===== src/rtl/handshake_fifo_buffer.sv =====
// Opaque valid/ready FIFO with DEPTH slots and a registered occupancy count.
// Both handshake outputs come from flops, so there is no comb path from in to out.
module handshake_fifo_buffer #(
    parameter int DATA_WIDTH = 32,
    parameter int DEPTH      = 4
) (
    input  logic                         clk,
    input  logic                         rst,
    input  logic [DATA_WIDTH-1:0]        ins,
    input  logic                         ins_valid,
    output logic                         ins_ready,
    output logic [DATA_WIDTH-1:0]        outs,
    output logic                         outs_valid,
    input  logic                         outs_ready,
    output logic [$clog2(DEPTH+1)-1:0]   count
);

    localparam int PW = (DEPTH > 1) ? $clog2(DEPTH) : 1;
    localparam int CW = $clog2(DEPTH + 1);
    localparam logic [PW-1:0] LAST = PW'(DEPTH - 1);
    localparam logic [CW-1:0] FULL = CW'(DEPTH);

    logic [DATA_WIDTH-1:0] mem_q [DEPTH];
    logic [PW-1:0]         wr_ptr_q, wr_ptr_d;
    logic [PW-1:0]         rd_ptr_q, rd_ptr_d;
    logic [CW-1:0]         count_q, count_d;
    logic                  ins_ready_q, ins_ready_d;
    logic                  outs_valid_q, outs_valid_d;
    logic                  push, pop;

    assign push = ins_valid & ins_ready_q;
    assign pop  = outs_valid_q & outs_ready;

    always_comb begin
        wr_ptr_d = wr_ptr_q;
        if (push) begin
            wr_ptr_d = (wr_ptr_q == LAST) ? '0 : wr_ptr_q + PW'(1);
        end
    end

    always_comb begin
        rd_ptr_d = rd_ptr_q;
        if (pop) begin
            rd_ptr_d = (rd_ptr_q == LAST) ? '0 : rd_ptr_q + PW'(1);
        end
    end

    always_comb begin
        count_d = count_q;
        unique case ({push, pop})
            2'b10:   count_d = count_q + CW'(1);
            2'b01:   count_d = count_q - CW'(1);
            default: count_d = count_q;
        endcase
    end

    // Flags are precomputed from the next count so they stay pure flop outputs.
    always_comb begin
        ins_ready_d  = (count_d != FULL);
        outs_valid_d = (count_d != '0);
    end

    always_ff @(posedge clk or posedge rst) begin
        if (rst) begin
            wr_ptr_q     <= '0;
            rd_ptr_q     <= '0;
            count_q      <= '0;
            ins_ready_q  <= 1'b1;
            outs_valid_q <= 1'b0;
        end else begin
            wr_ptr_q     <= wr_ptr_d;
            rd_ptr_q     <= rd_ptr_d;
            count_q      <= count_d;
            ins_ready_q  <= ins_ready_d;
            outs_valid_q <= outs_valid_d;
        end
    end

    always_ff @(posedge clk) begin
        if (push) begin
            mem_q[wr_ptr_q] <= ins;
        end
    end

    assign ins_ready  = ins_ready_q;
    assign outs_valid = outs_valid_q;
    assign outs       = mem_q[rd_ptr_q];
    assign count      = count_q;

endmodule


===== config.mk =====
export PLATFORM = sky130hd
export DESIGN_NAME = handshake_fifo_buffer
export DESIGN_NICKNAME = d
export VERILOG_FILES = /design/src/rtl/handshake_fifo_buffer.sv
export SDC_FILE = /design/constraint.sdc
export NUM_CORES = 1
export LEC_CHECK = 0
export ABC_AREA = 1
export CAP_MARGIN = 20
export CORE_ASPECT_RATIO = 0.6
export CORE_MARGIN = 5
export CORE_UTILIZATION = 55
export DETAILED_ROUTE_END_ITERATION = 7
export PLACE_DENSITY = 0.78
export SLEW_MARGIN = 25
export SYNTH_ARGS = -nofsm -noshare
export SYNTH_HDL_FRONTEND = slang
export SYNTH_SLANG_ARGS = --single-unit

===== constraint.sdc =====
create_clock -name clk -period 4.17 [get_ports clk]
set_clock_uncertainty 0.2 [all_clocks]
set_input_delay 0.6255 -clock clk [delete_from_list [all_inputs] [get_ports clk]]
set_output_delay 0.6255 -clock clk [all_outputs]
set_load 0.03 [all_outputs]

==> qor.yml <==
outcome:
  outcome: "completed"
logic_synthesis:
  synth.area.mux_share_pct: 0
  ys_warn_count: 0
  synth_nets: 412
  ys_ff_latch: 137
  postSynthAreaPerCell_um2: 14.19
  synth_top_family_by_area: "compound AO/OA/AOI/OAI gates"
  ys_seq_area_share_pct: 77.73
  synth-compound-area-share_pct: 10.42
  synth_area_um2: 5236
  synth-simple-area-share_pct: 6.476
  synthAdderAreaFrac_pct: 1.816
  synth.distinct_cells: 19
  synth_xor_area_share_pct: 0
  synth_cells: 369
worst_setup_path:
  cp-end-kind: "primary output"
  crit_required_ns: 3.34
  cp_slowest_cell: "dfrtp_2"
  endpoint: "outs[8]"
  worstPathMaxFanout: 36
  critPathKind: "flip-flop to primary output"
  cp.arrival_ns: 2.68
  crit_path_start: "rd_ptr_q[0]"
  cp_cell_sequence: "buf_4, o21ai_0, o22ai_1, clkdlybuf4s50_1"
  reg2reg_from: "ins_ready"
  critPathLaunchType: "flip-flop"
  ff2ff_path_depth: 7
  r2r_end: "outs_valid"
  critPathMaxStageDelay_ns: 0.74
  reg2reg_slack_ns: 1.75
cts:
  post-cts-setup-buffers: 0
  cts_tree: "done"
  cts.sinks: 137
  cts_max_level: 4
  cts_buffers: 17
  cts_resized: 0
  clk-insertion-delay-late_ns: 0.41
  path_clk_slew_ns: 0.06
  root_buffer: "clkbuf_16"
  hold_buffers: 0
  cts_max_path_buffers: 2
floorplan:
  die_h_um: 85.58
  fp.dieW_um: 136.0
  initial_core_util_pct: 56.78
  dieArea_um2: 11640
  coreArea_um2: 9223
  ios: 73
  row_count: 27
sta:
  fin_tns_setup_ns: 0
  rsz0062_at_grt: "no"
  report.final.slew_viol_count: 0
  min_period_over_period_pct: 84.13
  report.final.hold_viol_count: 0
  slew_headroom_pct: 56.66
  worst_pin_slew_ns: 0.6486
  post-route-min-period_ns: 3.508
  timing.fmax_mhz: 285.0
  finalSetupViolations: 0
place:
  placed_cells: 560
  dp_hpwl_mm: 6.515
  place_congestion: 0.7715
  port_buffers: 72
  place_area_um2: 6088
cells_and_area:
  diodes: 0
  fin_area_um2: 6679
  drive_gt1_share_pct: 8.677
  stdcell_count: 591
  syn_to_final_growth_pct: 27.55
  fin_nets: 492
  post-route-util_pct: 72.42
global_route:
  grt_pass1_wl_mm: 17.01
  grt_max_degree: 37
  grtUsageTotal_pct: 19.72
  grt_overflow: 0
  grt_pass1_vias: 3268
  antenna_found_initial: 0
job:
  drv_cap: 0
detailed_routing:
  ant_nets: 0
  vias: 3222
  first_pass_iters: 4
  drt_iter0_markers: 419
  finalWirelength_mm: 10.72
  wl_per_cell_um: 18.14
  drc_errors: 0
  viasPerCell: 5.452
power_and_ir_drop:
  ir_worst_vdd_v: 0.0004834
  p_leak_nw: 2.314
  p_per_area_nw_per_um2: 822.6
min_path:
  hold_path.class: "input pin to asynchronous set/reset pin"
## logic make-up (layout without fill, tap and decap cells)
| logic type | after synthesis | in the layout |
|---|---|---|
| buffers and inverters | 35 | 127 |
| adder cells (fa/ha/maj) | 7 | 7 |
| AO/OA/AOI/OAI | 101 | 101 |
| flip-flops | 137 | 137 |
| AND/OR/NAND/NOR | 89 | 89 |
## synth_stat cells, drive strengths merged
library cell / count / area (um2)
edfxtp: 128 / 3844
nor2: 71 / 266.5
o21ai: 66 / 330.3
o22ai: 32 / 200.2
inv: 15 / 56.30
nand2: 15 / 56.30
buf: 12 / 100.1
clkbuf: 8 / 30.03
dfrtp: 8 / 200.2
ha: 6 / 75.07
a21oi: 3 / 15.01
nand3: 2 / 10.01
dfstp: 1 / 26.28
fa: 1 / 20.02
nand4: 1 / 6.260
## layout by cell type, fill, tap and decap left out, drive strengths merged
| master | count |
|---|---|
| nand2 | 15 |
| ha | 6 |
| bufinv | 4 |
| a21oi | 3 |
| dfstp | 1 |
| nor2 | 71 |
| clkinv | 7 |
| clkbuf | 20 |
| clkdlybuf4s50 | 72 |
| o21ai | 66 |
| o22ai | 32 |
| buf | 9 |
| nand3 | 2 |
| nand4 | 1 |
| fa | 1 |
| inv | 15 |
| edfxtp | 128 |
| dfrtp | 8 |
## power breakdown
part	leakage, nW	total, mW	switching [mW]	internal, mW
Sequential	1.28	1.92	0.122	1.80
Clock	0.288	1.49	0.503	0.986
Combinational	0.751	2.08	1.34	0.736
## worst min path at each step
| stage | from | end | slack (ns) | depth (start not counted) |
|---|---|---|---|---|
| 3_5_place_dp | count[2] | outs_valid | 0.32 | 2 |
| 6_report | rst | wr_ptr_q[0] | 0.30 | 2 |
| 5_1_grt | rst | wr_ptr_q[0] | 0.32 | 2 |
| 2_1_floorplan | rst | count[0] | 0.25 | 1 |
| 4_1_cts | rst | count[0] | 0.29 | 2 |
| 3_3_place_gp | count[2] | outs_valid | 0.32 | 2 |
## worst max-delay path, delay by kind of cell (launching register included)
family	cells	cell delay (ns)
buf+inv	2	1.13
compound gates	2	0.39
flops	1	0.74
## metal layers
metal  GRT usage (%)  wire length [um]  vias up
met5               0                 0        -
met4           7.594                73        0
met3           5.979               946        6
met2           30.23              5155      135
met1           26.94              4547     1555
li1                -                 -     1526
## metrics by stage
stage / hold WS (ns) / power, mW / setup WS (ns)
after floorplan: 0.2527 / 3.241 / 1.359
after global placement: 0.3156 / 3.978 / 1.135
after detailed placement: 0.3221 / 4.027 / 1.093
after CTS: 0.2919 / 5.534 / 0.6438
after global routing: 0.3245 / 5.779 / 0.5024
final: 0.2997 / 5.494 / 0.6616
## state kept, by name, indices dropped and copies added (netlist names)
signal	flops
wr_ptr_q	2
ins_ready	1
mem_q	128
rd_ptr_q	2
count	3
outs_valid	1
## layout make-up
type                            count  area, um2
Sequential cell                   137       4071
Fill cell                         587       2544
Multi-Input combinational cell    197       1010
Timing Repair Buffer               81      788.3
Clock buffer                       20      436.7
Tap cell                          130      162.7
Clock inverter                     11      153.9
Inverter                           15      56.30
(Power assumes the default switching activity.)
